## src/rtl/seq_serial_comparator.sv

```systemverilog
// seq_serial_comparator: bit-serial magnitude comparator for two WIDTH-bit
// operands, unsigned or two's-complement signed, selected per operation.
//
// Ports:
//   clk   - rising-edge clock
//   rst   - asynchronous active-low reset
//   start - request; accepted in IDLE or DONE
//   sgn   - 1 = signed compare, 0 = unsigned; sampled with start
//   a, b  - WIDTH-bit operands; sampled with start
//   busy  - high while bit pairs are being scanned
//   done  - one-cycle pulse when L/E/G carry a new result
//   L/E/G - A < B, A == B, A > B; held until the next result or reset
//
// Build option: define SEQ_CMP_EARLY_EXIT_EN for an MSB-first scan that
// stops at the first differing bit. Without it, the scan is LSB-first with
// fixed latency. Both builds produce identical L/E/G for every input.
module seq_serial_comparator #(
    parameter int WIDTH = 32
) (
    input  logic             clk,
    input  logic             rst,
    input  logic             start,
    input  logic             sgn,
    input  logic [WIDTH-1:0] a,
    input  logic [WIDTH-1:0] b,
    output logic             busy,
    output logic             done,
    output logic             L,
    output logic             E,
    output logic             G
);

    localparam int CW = $clog2(WIDTH) + 1;

    localparam logic [1:0] S_IDLE  = 2'd0;
    localparam logic [1:0] S_SHIFT = 2'd1;
    localparam logic [1:0] S_DONE  = 2'd2;

    localparam logic [1:0] R_EQ = 2'd0;
    localparam logic [1:0] R_LT = 2'd1;
    localparam logic [1:0] R_GT = 2'd2;

    localparam logic [CW-1:0] LAST = CW'(WIDTH - 1);

    logic [1:0]       state_q, state_d;
    logic [WIDTH-1:0] a_q, a_d;
    logic [WIDTH-1:0] b_q, b_d;
    logic             sgn_q, sgn_d;
    logic [CW-1:0]    cnt_q, cnt_d;
    logic [1:0]       res_q, res_d;
    logic             busy_q, done_q, l_q, e_q, g_q;

    logic             bit_a, bit_b, differ, is_sign, is_last, stop, load;

`ifdef SEQ_CMP_EARLY_EXIT_EN
    // MSB-first: the sign bit is the first one examined.
    assign bit_a   = a_q[WIDTH-1];
    assign bit_b   = b_q[WIDTH-1];
    assign is_sign = (cnt_q == '0);
`else
    // LSB-first: the sign bit is the last one examined.
    assign bit_a   = a_q[0];
    assign bit_b   = b_q[0];
    assign is_sign = (cnt_q == LAST);
`endif

    assign differ  = bit_a ^ bit_b;
    assign is_last = (cnt_q == LAST);

`ifdef SEQ_CMP_EARLY_EXIT_EN
    assign stop = differ | is_last;
`else
    assign stop = is_last;
`endif

    assign load = start & ((state_q == S_IDLE) | (state_q == S_DONE));

    always_comb begin
        state_d = state_q;
        a_d     = a_q;
        b_d     = b_q;
        sgn_d   = sgn_q;
        cnt_d   = cnt_q;
        res_d   = res_q;
        if (load) begin
            state_d = S_SHIFT;
            a_d     = a;
            b_d     = b;
            sgn_d   = sgn;
            cnt_d   = '0;
            res_d   = R_EQ;
        end else begin
            case (state_q)
                S_SHIFT: begin
                    // A set sign bit means a negative value in signed mode,
                    // so the magnitude decision flips there.
                    if (differ)
                        res_d = (bit_a ^ (sgn_q & is_sign)) ? R_GT : R_LT;
`ifdef SEQ_CMP_EARLY_EXIT_EN
                    a_d = a_q << 1;
                    b_d = b_q << 1;
`else
                    a_d = a_q >> 1;
                    b_d = b_q >> 1;
`endif
                    cnt_d = cnt_q + CW'(1);
                    if (stop)
                        state_d = S_DONE;
                end
                S_DONE:  state_d = S_IDLE;
                S_IDLE:  state_d = S_IDLE;
                default: state_d = S_IDLE;
            endcase
        end
    end

    always_ff @(posedge clk or negedge rst) begin
        if (!rst) begin
            state_q <= S_IDLE;
            a_q     <= '0;
            b_q     <= '0;
            sgn_q   <= 1'b0;
            cnt_q   <= '0;
            res_q   <= R_EQ;
            busy_q  <= 1'b0;
            done_q  <= 1'b0;
            l_q     <= 1'b0;
            e_q     <= 1'b0;
            g_q     <= 1'b0;
        end else begin
            state_q <= state_d;
            a_q     <= a_d;
            b_q     <= b_d;
            sgn_q   <= sgn_d;
            cnt_q   <= cnt_d;
            res_q   <= res_d;
            busy_q  <= (state_d == S_SHIFT);
            // Results are published on the edge that leaves DONE, so a
            // back-to-back start never has to wait on the outputs.
            done_q  <= (state_q == S_DONE);
            if (state_q == S_DONE) begin
                l_q <= (res_q == R_LT);
                e_q <= (res_q == R_EQ);
                g_q <= (res_q == R_GT);
            end
        end
    end

    assign busy = busy_q;
    assign done = done_q;
    assign L    = l_q;
    assign E    = e_q;
    assign G    = g_q;

endmodule

```

## config.mk

```make
export PLATFORM = sky130hd
export DESIGN_NAME = seq_serial_comparator
export DESIGN_NICKNAME = d
export VERILOG_FILES = /design/src/rtl/seq_serial_comparator.sv
export SDC_FILE = /design/constraint.sdc
export NUM_CORES = 1
export LEC_CHECK = 0
export ABC_AREA = 1
export CAP_MARGIN = 20
export CORE_ASPECT_RATIO = 1.5
export CORE_MARGIN = 8
export CORE_UTILIZATION = 53
export CTS_BUF_LIST = sky130_fd_sc_hd__clkbuf_8
export CTS_CLUSTER_DIAMETER = 200
export DETAILED_ROUTE_END_ITERATION = 10
export PLACE_DENSITY = 0.82
export SETUP_SLACK_MARGIN = 0.5
export SYNTH_ARGS = -nofsm -noshare
export SYNTH_HDL_FRONTEND = slang
export SYNTH_SLANG_ARGS = --single-unit
```

## constraint.sdc

```tcl
create_clock -name clk -period 1.55 [get_ports clk]
set_clock_uncertainty 0.15 [all_clocks]
set_input_delay 0.31 -clock clk [delete_from_list [all_inputs] [get_ports clk]]
set_output_delay 0.31 -clock clk [all_outputs]
set_load 0.02 [all_outputs]
```

==> flow_summary.html, run 1 <==
<table>
<tr><th>Metric</th><th>Value</th></tr>
<tr><th colspan="2">Die</th></tr>
<tr><td>Core area</td><td>6760 sq um</td></tr>
<tr><td>Initial standard-cell utilization of the core</td><td>54.0%</td></tr>
<tr><td>Die width</td><td>83.8 microns</td></tr>
<tr><td>Die height</td><td>118 microns</td></tr>
<tr><td>Total number of placement rows</td><td>37</td></tr>
<tr><td>Die area</td><td>9850 sq um</td></tr>
<tr><td>Count of boundary I/O pins</td><td>73</td></tr>
<tr><th colspan="2">Critical path</th></tr>
<tr><td>CP Max Fanout</td><td>21</td></tr>
<tr><td>CP Launch Type</td><td>flop</td></tr>
<tr><td>Critical path required time</td><td>1.62 ns</td></tr>
<tr><td>Worst setup path class</td><td>flop to flop</td></tr>
<tr><td>Kind of capture point of the worst setup path</td><td>flop</td></tr>
<tr><td>Worst stage delay on the critical path</td><td>0.48 ns</td></tr>
<tr><td>CP Cell Sequence</td><td>inv_4 -&gt; nand2_8 -&gt; clkbuf_16 -&gt; o21ai_1 -&gt; o21ai_1</td></tr>
<tr><td>Critical path data arrival time</td><td>1.71 ns</td></tr>
<tr><td>CP dominant cell by count</td><td>sky130_fd_sc_hd__o21ai_1</td></tr>
<tr><td>CP max stage cell</td><td>sky130_fd_sc_hd__dfrtp_2</td></tr>
<tr><th colspan="2">Synth</th></tr>
<tr><td>Synthesized area per cell</td><td>8.71 sq um</td></tr>
<tr><td>Dominant cell by count in the synthesized netlist</td><td>sky130_fd_sc_hd__o21ai_0</td></tr>
<tr><td>Number of synthesized flops with an enable pin</td><td>0</td></tr>
<tr><td>Distinct cell type count of the synthesized netlist</td><td>24</td></tr>
<tr><td>Cells taking the most area after synthesis</td><td>sky130_fd_sc_hd__dfrtp_1 (55%), sky130_fd_sc_hd__o21ai_0 (21%), sky130_fd_sc_hd__inv_1 (7.1%)</td></tr>
<tr><td>Library cell occupying the most area in the post-synthesis netlist</td><td>sky130_fd_sc_hd__dfrtp_1</td></tr>
<tr><td>Area fraction of the dominant cell type after synthesis</td><td>54.8%</td></tr>
<tr><td>Instance count of the mapped netlist</td><td>419</td></tr>
<tr><td>Number of synthesized register bits</td><td>80</td></tr>
<tr><td>Total of warnings raised by yosys</td><td>0</td></tr>
<tr><td>Async set-or-reset flop fraction in the synthesized netlist</td><td>100%</td></tr>
<tr><td>Sequential element share of the synthesized area</td><td>54.8%</td></tr>
<tr><td>Most common library cells after synthesis</td><td>sky130_fd_sc_hd__o21ai_0 (151), sky130_fd_sc_hd__dfrtp_1 (80), sky130_fd_sc_hd__inv_1 (69)</td></tr>
<tr><td>Post-synth net total</td><td>488</td></tr>
<tr><td>Dominant register cell in the synthesized netlist</td><td>sky130_fd_sc_hd__dfrtp_1</td></tr>
<tr><td>Mapped Area</td><td>3650 sq um</td></tr>
<tr><th colspan="2">Detailed routing</th></tr>
<tr><td>Number of antenna-violating nets in the routed design</td><td>0</td></tr>
<tr><td>Number of search-and-repair iterations in the first detailed-routing pass</td><td>6</td></tr>
<tr><td>Remaining design rule violation count</td><td>0</td></tr>
<tr><td>Routed wire length per instance</td><td>20.1 microns</td></tr>
<tr><td>Vias post-DR</td><td>3519</td></tr>
<tr><td>DR vias/cell</td><td>5.93</td></tr>
<tr><td>Final Routed Wirelength</td><td>11900 microns</td></tr>
<tr><td>DRC marker count from the first detailed-route iteration</td><td>445</td></tr>
<tr><th colspan="2">Power</th></tr>
<tr><td>Max IR drop VDD</td><td>0.000687 V</td></tr>
<tr><td>Areal power density over the cells</td><td>802 nW/um^2</td></tr>
<tr><td>Total Power Consumption</td><td>4.27 mW</td></tr>
<tr><td>P_leak</td><td>2.31 nW</td></tr>
<tr><th colspan="2">Placed design</th></tr>
<tr><td>Worst-case setup slack after placement</td><td>-0.208 ns</td></tr>
<tr><td>Port Buf Inserts</td><td>72</td></tr>
<tr><td>Estimated wirelength of the detail-placed design</td><td>5880 microns</td></tr>
<tr><td>Placer congestion estimate</td><td>0.751</td></tr>
<tr><th colspan="2">Status</th></tr>
<tr><td>Violations in the final reports</td><td>setup timing</td></tr>
<tr><td>Run status</td><td>finished with violations</td></tr>
<tr><th colspan="2">Clocking</th></tr>
<tr><td>Number of levels in the clock H-tree</td><td>3</td></tr>
<tr><td>Library cell used as clock root buffer</td><td>sky130_fd_sc_hd__clkbuf_8</td></tr>
<tr><td>Clock transition time at the flip-flop clock pins of the worst setup and hold paths</td><td>0.09 ns</td></tr>
<tr><td>Clock sink count</td><td>80</td></tr>
<tr><td>Source-to-sink clock delay at the later pin of the worst-skew pair</td><td>0.35 ns</td></tr>
<tr><td>CTS Buf Count</td><td>9</td></tr>
<tr><td>Clock tree from TritonCTS</td><td>done</td></tr>
<tr><td>Longest Clk Path Bufs</td><td>2</td></tr>
<tr><th colspan="2">Cells and area</th></tr>
<tr><td>Utilization after layout</td><td>78.8%</td></tr>
<tr><td>Antenna diode instance count</td><td>0</td></tr>
<tr><td>Final layout net count</td><td>579</td></tr>
<tr><td>Fraction of layout cells with a size suffix above 1</td><td>15.9%</td></tr>
<tr><td>Synth-to-layout area growth</td><td>45.9%</td></tr>
<tr><th colspan="2">Global routing</th></tr>
<tr><td>Total routing resource utilization after global routing</td><td>18.3%</td></tr>
<tr><td>Number of antenna violations at the first check in global routing</td><td>0</td></tr>
<tr><td>Pin count of the biggest net entering global routing</td><td>81</td></tr>
<tr><td>Via count of the first global-routing pass</td><td>3336</td></tr>
<tr><td>Remaining global-route overflow</td><td>0</td></tr>
<tr><td>Wire length of the first global-routing pass</td><td>15100 microns</td></tr>
<tr><th colspan="2">Timing</th></tr>
<tr><td>Pin slew with the least headroom to its limit</td><td>0.426 ns</td></tr>
<tr><td>Max frequency</td><td>0.612 GHz</td></tr>
<tr><td>Crit share post-route</td><td>105%</td></tr>
<tr><td>Final Max Slew Viols</td><td>0</td></tr>
<tr><td>Worst slew margin</td><td>71.5%</td></tr>
<tr><td>Endpoints failing setup</td><td>1</td></tr>
<tr><td>Final hold viol count</td><td>0</td></tr>
<tr><td>Fin crit period</td><td>1.63 ns</td></tr>
<tr><td>Final sum of negative setup slack</td><td>-0.0842 ns</td></tr>
<tr><td>Unrepaired setup endpoints after global routing</td><td>yes</td></tr>
<tr><td>Final worst slack</td><td>-0.0842 ns</td></tr>
<tr><th colspan="2">Hold path</th></tr>
<tr><td>Type of the most critical hold path</td><td>primary input to async pin</td></tr>
<tr><th colspan="2">Flow run</th></tr>
<tr><td>Number of max-capacitance violations reported</td><td>0</td></tr>
</table>
## path summary, 6_finish.rpt
path                            start    endpoint  slack, ns  cells after the start
max                        state_q[0]     a_q[17]      -0.08                      5
min                               rst      b_q[5]       0.34                      3
max reg2reg                state_q[0]     a_q[17]      -0.08                      5
min reg2reg                    a_q[2]      a_q[1]       0.36                      2
max in group asynchronous         rst  state_q[0]       0.67                      3
min in group clk               a_q[2]      a_q[1]       0.36                      2
## critical path, delay by kind of cell (launching register included)
family          cells  cell delay [ns]
flops               1             0.48
simple gates        1             0.11
compound gates      2             0.39
buf+inv             2             0.36
## registers in the layout (all words and copies together), names as in the netlist
name     count
L            1
sgn_q        1
E            1
busy         1
state_q      2
done         1
res_q        2
a_q         32
cnt_q        6
b_q         32
G            1
## stage by stage
| step | instance area (sq um) | hold WS, ns | std cells |
|---|---|---|---|
| finish | 5330 | 0.344 | 593 |
| global placement | 4470 | 0.215 | 554 |
| CTS | 4770 | 0.359 | 572 |
| global route | 5330 | 0.355 | 593 |
| detailed placement | 4470 | 0.217 | 554 |
| floorplan | 3690 | -0.136 | 419 |
## timing repair
item | 4_1_cts | 5_1_grt
cloned | 0 | 16
hold buffers | 1 | 0
hold endpoints to repair | 80 | 0
endpoints found under the setup margin | 84 | 142
buffers inserted | 1 | 5
pin swaps | 1 | 3
resized for setup | 39 | 63
## power breakdown
| part | switching, mW | total, mW | internal [mW] |
|---|---|---|---|
| Clock | 0.785 | 1.94 | 1.16 |
| Sequential | 0 | 2.08 | 2.08 |
| Combinational | 0.0837 | 0.246 | 0.162 |
## metal layers
metal  vias up  GRT usage, %  routed length (microns)
met5         -             0                        0
met4         0          9.44                      511
met3        37          4.36                      764
met2       172          31.0                     6310
met1      1707          20.8                     4350
li1       1603             -                        -
## logic make-up (layout without fill, tap and decap cells)
family | Yosys count | in the layout | share of synthesized area, %
XOR/XNOR | 1 | 1 | 0.240
buffers and inverters | 97 | 190 | 11.9
AO/OA/AOI/OAI | 189 | 189 | 26.6
AND/OR/NAND/NOR | 51 | 54 | 6.13
adder cells (fa/ha/maj) | 1 | 1 | 0.343
flip-flops | 80 | 80 | 54.8
## final cells by class
class	count	area [sq um]
Clock buffer	11	151
Clock inverter	5	103
Fill cell	409	1430
Inverter	71	283
Multi-Input combinational cell	245	1390
Sequential cell	80	2000
Tap cell	78	97.6
Timing Repair Buffer	103	1300
## cell usage in the layout, fill, tap and decap left out, types with 10 or more instances in the layout
| cell | n |
|---|---|
| sky130_fd_sc_hd__nand2_1 | 24 |
| sky130_fd_sc_hd__clkbuf_16 | 10 |
| sky130_fd_sc_hd__o21ai_1 | 129 |
| sky130_fd_sc_hd__clkdlybuf4s50_1 | 65 |
| sky130_fd_sc_hd__o21ai_0 | 38 |
| sky130_fd_sc_hd__clkbuf_8 | 11 |
| sky130_fd_sc_hd__dfrtp_1 | 79 |
| sky130_fd_sc_hd__inv_1 | 66 |
| sky130_fd_sc_hd__buf_6 | 10 |
(Power assumes the default switching activity.)
==> run 2, diff against run 1 <==
--- a/config.mk
+++ b/config.mk
@@ -13,8 +13,10 @@
 export CTS_BUF_LIST = sky130_fd_sc_hd__clkbuf_8
 export CTS_CLUSTER_DIAMETER = 200
 export DETAILED_ROUTE_END_ITERATION = 10
-export PLACE_DENSITY = 0.82
+export GPL_TIMING_DRIVEN = 0
+export PLACE_DENSITY = 0.78
 export SETUP_SLACK_MARGIN = 0.5
+export SLEW_MARGIN = 20
 export SYNTH_ARGS = -nofsm -noshare
 export SYNTH_HDL_FRONTEND = slang
 export SYNTH_SLANG_ARGS = --single-unit
==> run 2 against run 1 <==
Combinational power shrank 5%. Clock power shrank 28%. Largest cell class unchanged. The flow finishes with violations (hold timing). Final area is 3.5% lower. Worst setup slack gained 0.18 ns. Count of clock-buffer cells in the layout rose by 1. Via count down 6.8%.
==> flow_summary.html, run 2 (synthesized netlist as in run 1, its figures left out) <==
<table>
<tr><th>Metric</th><th>Value</th></tr>
<tr><th colspan="2">Power</th></tr>
<tr><td>Max IR drop VDD</td><td>0.000782 V</td></tr>
<tr><td>P_leak</td><td>2.23 nW</td></tr>
<tr><td>Areal power density over the cells</td><td>722 nW/um^2</td></tr>
<tr><th colspan="2">Critical path</th></tr>
<tr><td>CP max stage cell</td><td>sky130_fd_sc_hd__dfrtp_2</td></tr>
<tr><td>CP dominant cell by count</td><td>sky130_fd_sc_hd__o21ai_1</td></tr>
<tr><td>Logic depth of the worst register-to-register path</td><td>6</td></tr>
<tr><td>CP Launch Type</td><td>flop</td></tr>
<tr><td>CP Cell Sequence</td><td>inv_2 -&gt; nand2_4 -&gt; clkbuf_16 -&gt; buf_6 -&gt; o21ai_1 -&gt; o21ai_1</td></tr>
<tr><td>Critical path required time</td><td>1.63 ns</td></tr>
<tr><td>CP Max Fanout</td><td>10</td></tr>
<tr><td>Critical path data arrival time</td><td>1.54 ns</td></tr>
<tr><td>Crit Reg-Reg Startpoint</td><td>state_q[0]</td></tr>
<tr><td>Worst setup path class</td><td>flop to flop</td></tr>
<tr><td>Worst flop-to-flop path endpoint</td><td>a_q[15]</td></tr>
<tr><td>Kind of capture point of the worst setup path</td><td>flop</td></tr>
<tr><td>Top cell family by delay on the critical path</td><td>flip-flops</td></tr>
<tr><td>Buffers &amp; Inverters on Critical Path</td><td>3</td></tr>
<tr><td>Number of gates on the worst path with buffers counted</td><td>6</td></tr>
<tr><td>Worst stage delay on the critical path</td><td>0.45 ns</td></tr>
<tr><td>Reg2reg setup slack</td><td>0.1 ns</td></tr>
<tr><th colspan="2">Die</th></tr>
<tr><td>Count of boundary I/O pins</td><td>73</td></tr>
<tr><td>Die height</td><td>118 microns</td></tr>
<tr><td>Core area</td><td>6760 sq um</td></tr>
<tr><td>Total number of placement rows</td><td>37</td></tr>
<tr><td>Die area</td><td>9850 sq um</td></tr>
<tr><td>Die width</td><td>83.8 microns</td></tr>
<tr><td>Initial standard-cell utilization of the core</td><td>54.0%</td></tr>
<tr><th colspan="2">Placed design</th></tr>
<tr><td>Placer congestion estimate</td><td>0.799</td></tr>
<tr><td>Estimated wirelength of the detail-placed design</td><td>6100 microns</td></tr>
<tr><td>Number of placed instances with taps included</td><td>570</td></tr>
<tr><td>Port Buf Inserts</td><td>72</td></tr>
<tr><td>Worst-case setup slack after placement</td><td>-0.207 ns</td></tr>
<tr><th colspan="2">Detailed routing</th></tr>
<tr><td>Vias post-DR</td><td>3281</td></tr>
<tr><td>DRC marker count from the first detailed-route iteration</td><td>184</td></tr>
<tr><td>Number of search-and-repair iterations in the first detailed-routing pass</td><td>4</td></tr>
<tr><td>Routed wire length per instance</td><td>15.6 microns</td></tr>
<tr><td>Remaining design rule violation count</td><td>0</td></tr>
<tr><td>Final Routed Wirelength</td><td>9300 microns</td></tr>
<tr><td>DR vias/cell</td><td>5.51</td></tr>
<tr><td>Number of antenna-violating nets in the routed design</td><td>0</td></tr>
<tr><th colspan="2">Flow run</th></tr>
<tr><td>Number of max-capacitance violations reported</td><td>0</td></tr>
<tr><th colspan="2">Timing</th></tr>
<tr><td>Fin crit period</td><td>1.45 ns</td></tr>
<tr><td>Final worst slack</td><td>0.0986 ns</td></tr>
<tr><td>Pin slew with the least headroom to its limit</td><td>0.331 ns</td></tr>
<tr><td>Worst slew margin</td><td>77.9%</td></tr>
<tr><td>Final hold viol count</td><td>23</td></tr>
<tr><td>Max frequency</td><td>0.689 GHz</td></tr>
<tr><td>Unrepaired setup endpoints after global routing</td><td>yes</td></tr>
<tr><td>Min Hold Slack</td><td>-0.296 ns</td></tr>
<tr><td>Endpoints failing setup</td><td>0</td></tr>
<tr><td>Final Max Slew Viols</td><td>0</td></tr>
<tr><td>Crit share post-route</td><td>93.6%</td></tr>
<tr><th colspan="2">Cells and area</th></tr>
<tr><td>Final layout net count</td><td>584</td></tr>
<tr><td>Multi-input gate area in the final layout</td><td>1430 sq um</td></tr>
<tr><td>Commonest non-fill, non-tap cell in the layout</td><td>sky130_fd_sc_hd__o21ai_1</td></tr>
<tr><td>Fillers</td><td>493</td></tr>
<tr><td>Antenna diode instance count</td><td>0</td></tr>
<tr><td>Top flop regs</td><td>a_q: 32 flops, b_q: 32 flops, cnt_q: 6 flops</td></tr>
<tr><td>Post-Layout Cell Count</td><td>596</td></tr>
<tr><td>Storage element area</td><td>2000 sq um</td></tr>
<tr><td>Synth-to-layout area growth</td><td>40.7%</td></tr>
<tr><td>Fraction of layout cells with a size suffix above 1</td><td>22.6%</td></tr>
<tr><td>Most frequent cells in the layout</td><td>sky130_fd_sc_hd__o21ai_1 (105), sky130_fd_sc_hd__dfrtp_1 (79), sky130_fd_sc_hd__inv_1 (69)</td></tr>
<tr><th colspan="2">Global routing</th></tr>
<tr><td>Total routing resource utilization after global routing</td><td>18.0%</td></tr>
<tr><td>Wire length of the first global-routing pass</td><td>14900 microns</td></tr>
<tr><td>Remaining global-route overflow</td><td>0</td></tr>
<tr><td>Pin count of the biggest net entering global routing</td><td>58</td></tr>
<tr><td>Via count of the first global-routing pass</td><td>3400</td></tr>
<tr><td>Number of antenna violations at the first check in global routing</td><td>0</td></tr>
<tr><th colspan="2">Clocking</th></tr>
<tr><td>Source-to-sink clock delay at the later pin of the worst-skew pair</td><td>0.35 ns</td></tr>
<tr><td>Clock tree from TritonCTS</td><td>done</td></tr>
<tr><td>Number of levels in the clock H-tree</td><td>3</td></tr>
<tr><td>Library cell used as clock root buffer</td><td>sky130_fd_sc_hd__clkbuf_8</td></tr>
<tr><td>Clock sink count</td><td>80</td></tr>
<tr><td>Longest Clk Path Bufs</td><td>2</td></tr>
<tr><td>CTS Buf Count</td><td>9</td></tr>
<tr><td>Clock transition time at the flip-flop clock pins of the worst setup and hold paths</td><td>0.08 ns</td></tr>
<tr><th colspan="2">Hold path</th></tr>
<tr><td>Type of the most critical hold path</td><td>primary input to async pin</td></tr>
<tr><th colspan="2">Status</th></tr>
<tr><td>Run status</td><td>finished with violations</td></tr>
<tr><td>Violations in the final reports</td><td>hold timing</td></tr>
</table>
[run 2: cell count changes in the layout (fill, tap and decap cells not counted), sizes merged]
cell,change
bufinv,-3
clkdlybuf4s50,+1
clkinvlp,-1
nand2,-3
inv,+2
buf,+11
clkinv,-1
dlygate4sd3,-1
dlymetal6s2s,-1
clkbuf,-1
[run 2: area by class of cell]
| type | instances | share of cell area (%) |
|---|---|---|
| Sequential cell | 80 | 39.0 |
| Multi-Input combinational cell | 242 | 27.9 |
| Timing Repair Buffer | 85 | 16.9 |
| Buffer | 26 | 5.75 |
| Inverter | 71 | 5.26 |
| Clock buffer | 12 | 3.21 |
| Tap cell | 78 | 1.90 |
| Clock inverter | 2 | 0.146 |
[run 2: repair_timing]
item	in CTS	in global routing
gates resized for setup	63	82
pin swaps	2	9
setup endpoints to repair	84	85
hold endpoints to repair	23	23
gates cloned	0	2
setup buffers	5	5
[run 2: worst max-delay path by stage]
stage	start	end	slack, ns
6_report	state_q[0]	a_q[15]	0.1
5_1_grt	state_q[1]	b_q[19]	0.003
4_1_cts	state_q[0]	b_q[10]	0.16
3_5_place_dp	start	b_q[9]	-0.21
3_3_place_gp	rst	b_q[17]	-2.77
2_1_floorplan	cnt_q[0]	res_q[0]	0.29
[run 2: per-stage QoR]
stage          instance area, sq um  total power, mW  util, %  setup TNS, ns
2_1_floorplan                  3690             2.13        -              0
3_3_place_gp                   4510             2.35     66.8        -230.60
3_5_place_dp                   4540             2.35     67.1         -11.47
4_1_cts                        4860             3.71     71.8              0
5_1_grt                        5140             3.82     76.0              0
6_report                       5140             3.71     76.0              0
[run 2: layer usage]
metal	wire length (microns)	vias to the layer above	track usage [%]
met5	0	-	0
met4	278	0	6.83
met3	392	19	5.06
met2	4770	82	31.0
met1	3870	1584	20.3
li1	-	1596	-
[run 2: where the power goes]
group / switching [mW] / internal (mW) / leakage [nW]
clock network: 0.706 / 0.685 / 0.0969
logic: 0.0796 / 0.154 / 1.05
registers: 0 / 2.09 / 1.08
